**src/rtl/tart_nx_pkg.sv**
```systemverilog
// Shared types and constants for the TART-NX raw-capture packer.
package tart_nx_pkg;

  // Frame FSM: header bytes first, then sample bytes, then back to idle.
  typedef enum logic [1:0] {
    IDLE   = 2'd0,
    HEADER = 2'd1,
    DATA   = 2'd2
  } state_e;

  // Header: magic(2) + bytes-per-sample(1) + seq(2) + len(2).
  localparam int HDR_BYTES = 7;

  localparam logic [15:0] DEFAULT_MAGIC = 16'hA55A;

  // Bytes needed to carry one sample of `width` antenna bits.
  function automatic int nbytes(input int width);
    return (width + 7) / 8;
  endfunction

endpackage

```
**src/rtl/radio_sample_fifo.sv**
```systemverilog
// Synchronous sample FIFO with full/empty flags and a flush.
// The head entry is presented combinationally on rdata while not empty.
// A push on a full FIFO is accepted when a pop frees the slot in the same cycle.
module radio_sample_fifo #(
  parameter int WIDTH = 24,
  parameter int DEPTH = 16
) (
  input  logic             clock,
  input  logic             reset,
  input  logic             flush,
  input  logic             push,
  input  logic [WIDTH-1:0] wdata,
  input  logic             pop,
  output logic [WIDTH-1:0] rdata,
  output logic             full,
  output logic             empty
);

  localparam int AW = $clog2(DEPTH);
  localparam logic [AW-1:0] PTR_ONE = AW'(1);
  localparam logic [AW:0]   CNT_ONE = (AW+1)'(1);
  localparam logic [AW:0]   CNT_MAX = (AW+1)'(DEPTH);

  logic [WIDTH-1:0] mem_r [DEPTH];
  logic [AW-1:0]    wr_ptr_r;
  logic [AW-1:0]    rd_ptr_r;
  logic [AW:0]      count_r;
  logic             do_push_s;
  logic             do_pop_s;

  assign full      = (count_r == CNT_MAX);
  assign empty     = (count_r == '0);
  assign do_pop_s  = pop && !empty;
  assign do_push_s = push && (!full || do_pop_s);
  assign rdata     = mem_r[rd_ptr_r];

  // Sample storage; no reset needed, validity is tracked by count_r.
  always_ff @(posedge clock) begin
    if (do_push_s) begin
      mem_r[wr_ptr_r] <= wdata;
    end
  end

  // Pointers and occupancy, cleared by reset or flush.
  always_ff @(posedge clock) begin
    if (reset || flush) begin
      wr_ptr_r <= '0;
      rd_ptr_r <= '0;
      count_r  <= '0;
    end else begin
      if (do_push_s) begin
        wr_ptr_r <= wr_ptr_r + PTR_ONE;
      end
      if (do_pop_s) begin
        rd_ptr_r <= rd_ptr_r + PTR_ONE;
      end
      case ({do_push_s, do_pop_s})
        2'b10:   count_r <= count_r + CNT_ONE;
        2'b01:   count_r <= count_r - CNT_ONE;
        default: count_r <= count_r;
      endcase
    end
  end

endmodule

```
**src/rtl/tart_nx_raw_packer.sv**
```systemverilog
// Raw-capture packer: buffers a burst of N-antenna sign-bit samples and
// emits one AXI4-Stream byte frame (7-byte header, then samples LSB byte
// first). Capture runs alongside header/data emission.
module tart_nx_raw_packer
  import tart_nx_pkg::*;
#(
  parameter int          WIDTH = 24,
  parameter int          DEPTH = 16,
  parameter logic [15:0] MAGIC = DEFAULT_MAGIC
) (
  input  logic             clock,
  input  logic             reset,
  input  logic             start_i,
  input  logic [15:0]      length_i,
  input  logic             sig_tvalid_i,
  input  logic [WIDTH-1:0] sig_tdata_i,
  output logic             m_tvalid,
  input  logic             m_tready,
  output logic             m_tlast,
  output logic [7:0]       m_tdata,
  output logic             busy_o,
  output logic             overflow_o
);

  localparam int             BYTES   = nbytes(WIDTH);
  localparam int             BI_W    = (BYTES > 1) ? $clog2(BYTES) : 1;
  localparam logic [7:0]     BYTES_B = 8'(BYTES);
  localparam logic [BI_W-1:0] LANE_LAST = BI_W'(BYTES - 1);
  localparam logic [BI_W-1:0] LANE_ONE  = BI_W'(1);
  localparam logic [2:0]     HDR_LAST = 3'(HDR_BYTES - 1);

  state_e            state_r;
  logic [15:0]       len_r;
  logic [15:0]       seq_r;
  logic [2:0]        hdr_cnt_r;
  logic [BI_W-1:0]   lane_r;
  logic [15:0]       out_cnt_r;
  logic [15:0]       cap_cnt_r;
  logic              busy_r;
  logic              overflow_r;
  logic              tvalid_r;
  logic              tlast_r;
  logic [7:0]        tdata_r;

  logic              accept_s;
  logic              slot_free_s;
  logic              last_hs_s;
  logic              capturing_s;
  logic              data_load_s;
  logic              lane_last_s;
  logic              sample_last_s;
  logic              fifo_push_s;
  logic              push_ok_s;
  logic              fifo_pop_s;
  logic              fifo_full_s;
  logic              fifo_empty_s;
  logic [WIDTH-1:0]  fifo_rdata_s;
  logic [BYTES*8-1:0] padded_s;
  logic [7:0]        lane_byte_s;
  logic [7:0]        hdr_byte_s;

  assign accept_s    = (state_r == IDLE) && start_i && (length_i != 16'd0);
  // Output register can take a new byte when empty or being consumed.
  assign slot_free_s = !tvalid_r || m_tready;
  assign last_hs_s   = tvalid_r && m_tready && tlast_r;
  assign capturing_s = (state_r != IDLE) && (cap_cnt_r != len_r);
  // Once the tlast byte is loaded nothing further is fetched this frame.
  assign data_load_s = (state_r == DATA) && slot_free_s && !tlast_r && !fifo_empty_s;
  assign lane_last_s   = (lane_r == LANE_LAST);
  assign sample_last_s = (out_cnt_r == (len_r - 16'd1));
  assign fifo_pop_s    = data_load_s && lane_last_s;
  assign fifo_push_s   = capturing_s && sig_tvalid_i;
  assign push_ok_s     = fifo_push_s && (!fifo_full_s || fifo_pop_s);

  radio_sample_fifo #(
    .WIDTH (WIDTH),
    .DEPTH (DEPTH)
  ) u_fifo (
    .clock (clock),
    .reset (reset),
    .flush (accept_s),
    .push  (fifo_push_s),
    .wdata (sig_tdata_i),
    .pop   (fifo_pop_s),
    .rdata (fifo_rdata_s),
    .full  (fifo_full_s),
    .empty (fifo_empty_s)
  );

  // Byte-lane mux: zero-extend the head sample and pick the current lane.
  assign padded_s    = (BYTES*8)'(fifo_rdata_s);
  assign lane_byte_s = padded_s[{lane_r, 3'b000} +: 8];

  // Header byte selection; byte 0 (MAGIC high) is loaded on start acceptance.
  always_comb begin
    hdr_byte_s = 8'd0;
    case (hdr_cnt_r)
      3'd1:    hdr_byte_s = MAGIC[7:0];
      3'd2:    hdr_byte_s = BYTES_B;
      3'd3:    hdr_byte_s = seq_r[15:8];
      3'd4:    hdr_byte_s = seq_r[7:0];
      3'd5:    hdr_byte_s = len_r[15:8];
      3'd6:    hdr_byte_s = len_r[7:0];
      default: hdr_byte_s = MAGIC[15:8];
    endcase
  end

  // Frame FSM, header/byte/sample counters and the registered AXI-S output.
  always_ff @(posedge clock) begin
    if (reset) begin
      state_r   <= IDLE;
      len_r     <= 16'd0;
      seq_r     <= 16'd0;
      hdr_cnt_r <= 3'd0;
      lane_r    <= '0;
      out_cnt_r <= 16'd0;
      busy_r    <= 1'b0;
      tvalid_r  <= 1'b0;
      tlast_r   <= 1'b0;
      tdata_r   <= 8'd0;
    end else begin
      case (state_r)
        IDLE: begin
          if (accept_s) begin
            state_r   <= HEADER;
            len_r     <= length_i;
            busy_r    <= 1'b1;
            hdr_cnt_r <= 3'd1;
            lane_r    <= '0;
            out_cnt_r <= 16'd0;
            tvalid_r  <= 1'b1;
            tlast_r   <= 1'b0;
            tdata_r   <= MAGIC[15:8];
          end
        end
        HEADER: begin
          if (slot_free_s) begin
            tvalid_r  <= 1'b1;
            tlast_r   <= 1'b0;
            tdata_r   <= hdr_byte_s;
            hdr_cnt_r <= hdr_cnt_r + 3'd1;
            if (hdr_cnt_r == HDR_LAST) begin
              state_r <= DATA;
            end
          end
        end
        DATA: begin
          if (last_hs_s) begin
            state_r  <= IDLE;
            busy_r   <= 1'b0;
            seq_r    <= seq_r + 16'd1;
            tvalid_r <= 1'b0;
            tlast_r  <= 1'b0;
          end else if (data_load_s) begin
            tvalid_r <= 1'b1;
            tdata_r  <= lane_byte_s;
            tlast_r  <= lane_last_s && sample_last_s;
            if (lane_last_s) begin
              lane_r    <= '0;
              out_cnt_r <= out_cnt_r + 16'd1;
            end else begin
              lane_r <= lane_r + LANE_ONE;
            end
          end else if (slot_free_s) begin
            // FIFO ran dry: bubble until the next sample arrives.
            tvalid_r <= 1'b0;
            tlast_r  <= 1'b0;
          end
        end
        default: begin
          state_r  <= IDLE;
          busy_r   <= 1'b0;
          tvalid_r <= 1'b0;
          tlast_r  <= 1'b0;
        end
      endcase
    end
  end

  // Capture counter and sticky drop flag; both restart with each accepted frame.
  always_ff @(posedge clock) begin
    if (reset) begin
      cap_cnt_r  <= 16'd0;
      overflow_r <= 1'b0;
    end else if (accept_s) begin
      cap_cnt_r  <= 16'd0;
      overflow_r <= 1'b0;
    end else begin
      if (push_ok_s) begin
        cap_cnt_r <= cap_cnt_r + 16'd1;
      end
      if (fifo_push_s && !push_ok_s) begin
        overflow_r <= 1'b1;
      end
    end
  end

  assign m_tvalid   = tvalid_r;
  assign m_tlast    = tlast_r;
  assign m_tdata    = tdata_r;
  assign busy_o     = busy_r;
  assign overflow_o = overflow_r;

endmodule
```
**config.mk**
```make
export PLATFORM = sky130hd
export DESIGN_NAME = tart_nx_raw_packer
export DESIGN_NICKNAME = d
export VERILOG_FILES = /design/src/rtl/tart_nx_pkg.sv /design/src/rtl/radio_sample_fifo.sv /design/src/rtl/tart_nx_raw_packer.sv
export SDC_FILE = /design/constraint.sdc
export NUM_CORES = 1
export LEC_CHECK = 0
export CORE_ASPECT_RATIO = 1.1
export CORE_MARGIN = 4
export CORE_UTILIZATION = 35
export DETAILED_ROUTE_END_ITERATION = 8
export REMOVE_ABC_BUFFERS = 1
export SETUP_SLACK_MARGIN = 0.1
export SLEW_MARGIN = 5
export SYNTH_ARGS = -nofsm -noshare
export SYNTH_HDL_FRONTEND = slang
export SYNTH_SLANG_ARGS = --single-unit
```
**constraint.sdc**
```tcl
create_clock -name clock -period 5.05 [get_ports clock]
set_input_delay 1.2625 -clock clock [delete_from_list [all_inputs] [get_ports clock]]
set_output_delay 1.2625 -clock clock [all_outputs]
set_load 0.02 [all_outputs]
```
==> reports/results.ini <==
[logic_synthesis]
synthSimpleGateAreaFrac = 0.08438
yosysWarnings = 0
yosysSeqAreaShare = 0.6619
synth-compound-area-share = 0.05122
netlist_area_um2 = 20450
async_flop_share = 0
synth_cell_types = 68
synth.ff_latch_count = 484
synth_cells = 1322
synth_edf_count = 384
synth_xor_area_frac = 0.03298
synthFlopType = edfxtp_1
synthMuxAreaShare = 0.1304
synth_top_family_by_area = multiplexers
synthAdderAreaFrac = 0.01444
syn_area_per_cell_um2 = 15.47

[worst_setup_path]
arrival_ns = 4.29
criticalPathCategory = input port to register
worstSetupEndpointType = register
startpoint_type = input port
r2r-end = u_fifo.count_r[4]
worstPathRequired_ns = 5.53
reg2reg_slack_ns = 1.62
path_max_fanout = 6
timing.rr.start = len_r[2]
worstRegToRegCells = 14

[floorplan]
dieWidth_um = 238.5
core_area_um2 = 57560
io_pins = 57
rows = 92
initial_core_util = 0.3553
die_h_um = 261.5
die_area_um2 = 62360

[placement]
portBuffers = 56
dpl.hpwl_mm = 29.73
place_congestion = 0.7969
dp_cells = 2079
dp_slack_ns = 0.6497

[route]
drc = 0
drt-wirelength-per-cell_um = 22.53
vias_per_cell = 5.378
drtIter0Drc = 1099
vias = 11670
antenna_left = 0
wl_mm = 48.88
first_pass_iters = 5

[pwr]
p_per_area_nw_per_um2 = 406.6
leakagePower_nw = 7.308
vdd_drop_max_mv = 0.2494

[min_path]
holdPathStages = 2
hold_path_end = overflow_o
hp-start = overflow_o
worst_hold_path_type = register to register

[clock_network]
cts.clk_slew.worst_paths_ns = 0.06
numCtsBuffers = 50
cts_sinks = 484
hold_buffers = 0
cts_max_path_buffers = 3
cts_tree = yes
root_buffer = clkbuf_16
cts_resized = 0
cts_setup_buffers = 0
clk_latency_ns = 0.61
cts_htree_levels = 2

[sta]
fin_skew_ns = 0.04248
rsz0062_at_grt = false
final_hold_viol_count = 0
slew_viol_final = 0
fin_ws_ns = 1.240
fmax_mhz = 262.5
slew_headroom = 0.3328
min_period_ns = 3.810
fin_crit_sh = 0.7544
timing_worst_slew_pin_value_ns = 0.9971
final-setup-viol-count = 0

[global_routing]
grt_pass1_vias = 11705
gr-usage-all-layers = 0.1565
grt_antenna_before_repair = 4
grt_max_degree = 48
grt_pass1_wl_mm = 74.46
overflow = 0

[final_layout]
mostFrequentLayoutCells = edfxtp_1, mux4_2, dfxtp_1
final_common_cell = edfxtp_1
nets = 1447
layout-drive-gt1-share = 0.1680
area_delta_synth_final_pct = 14.74
fin_cells = 2170

[job]
cap_violations = 0

[run_status]
status = completed

-- stage by stage --
stage                     power, mW  hold slack [ns]    util  TNS [ns]  area, um2
after floorplan               5.466           0.4635       -    -3.686      20040
after global placement        5.981           0.4414  0.3796         0      21850
after detailed placement      6.011           0.4465  0.3796         0      21850
after CTS                     9.621           0.4565  0.4076         0      23460
after global routing          9.934           0.4970  0.4076         0      23460
final                         9.539           0.4550  0.4076         0      23460
-- worst max path at each step --
stage | start | cells past startpoint | end
floorplan | register | 4 | m_tdata[3]
global placement | m_tready | 14 | u_fifo.count_r[4]
detailed placement | m_tready | 14 | u_fifo.count_r[4]
CTS | m_tready | 14 | u_fifo.count_r[4]
global route | m_tready | 14 | u_fifo.count_r[4]
finish | m_tready | 14 | u_fifo.count_r[4]
-- routing by layer --
layer / wire, um / global-route usage / vias up / part of all wire
li1: - / - / 5271 / -
met1: 21020 / 0.2118 / 6003 / 0.43
met2: 24300 / 0.2656 / 319 / 0.50
met3: 2709 / 0.02844 / 73 / 0.055
met4: 823 / 0.03451 / 4 / 0.017
met5: 26 / 0 / - / 0.00053
-- flip-flops by register name, summed over array words and instances, names as in the netlist, 5 cells and up, named ones only --
name,cells
seq_r,16
len_r,16
out_cnt_r,16
cap_cnt_r,16
m_tdata,8
u_fifo.count_r,5
u_fifo.mem_r,384
-- Yosys cell counts (6+ instances only) --
| cell type | number | area, um2 |
|---|---|---|
| edfxtp_1 | 384 | 11530 |
| nand2b_1 | 6 | 37.54 |
| or4_1 | 11 | 82.58 |
| nor2b_1 | 14 | 87.58 |
| dfxtp_1 | 100 | 2002 |
| a31oi_1 | 11 | 68.82 |
| nand2_1 | 81 | 304.0 |
| o31ai_1 | 9 | 67.56 |
| o21ai_0 | 18 | 90.09 |
| or3_1 | 11 | 68.82 |
| nor3_1 | 24 | 120.1 |
| inv_1 | 26 | 97.59 |
| mux2i_1 | 20 | 200.2 |
| nor2_1 | 81 | 304.0 |
| clkbuf_1 | 44 | 165.2 |
| xnor2_1 | 39 | 341.6 |
| a21oi_1 | 53 | 265.3 |
| mux4_2 | 108 | 2432 |
| ha_1 | 22 | 275.3 |
| buf_4 | 9 | 67.56 |
| nor4_1 | 20 | 125.1 |
| buf_2 | 23 | 115.1 |
| nand3_1 | 35 | 175.2 |
| nand4_1 | 17 | 106.4 |
| and3_1 | 16 | 100.1 |
| xor2_1 | 38 | 332.8 |
| a22oi_1 | 9 | 67.56 |
-- cell type report --
cell class | count | area, um2
Inverter | 27 | 101.3
Antenna cell | 1 | 2.502
Clock buffer | 64 | 1314
Sequential cell | 484 | 13540
Tap cell | 752 | 940.9
Multi-Input combinational cell | 727 | 6445
Fill cell | 5205 | 34100
Clock inverter | 26 | 297.8
Timing Repair Buffer | 89 | 815.8
-- report_power, final --
part           internal [mW]  switching [mW]  leakage, nW
combinational          0.494           0.862         2.27
sequential              4.44           0.137         4.27
clock                   2.06            1.55        0.772
-- cell families (layout without fill, tap and decap cells) --
group | Yosys count | after routing
AO/OA/AOI/OAI | 154 | 154
XOR/XNOR | 77 | 77
adder cells (fa/ha/maj) | 23 | 23
buffers and inverters | 111 | 206
flip-flops | 484 | 484
multiplexers | 131 | 131
other | 0 | 1
AND/OR/NAND/NOR | 342 | 342
-- worst max-delay path, stage by stage --
cell and delay [ns]:
clkdlybuf4s50_1 0.47, nor2b_1 0.47, o311ai_1 0.20, and3_1 0.22
inv_2 0.06, ha_1 0.22, inv_1 0.11, fa_1 0.43
nor2b_1 0.16, o21ai_0 0.12, and3_1 0.19, nor3_1 0.17
xnor2_1 0.14, nor2_1 0.05
Power figures use the tool's default switching activity.
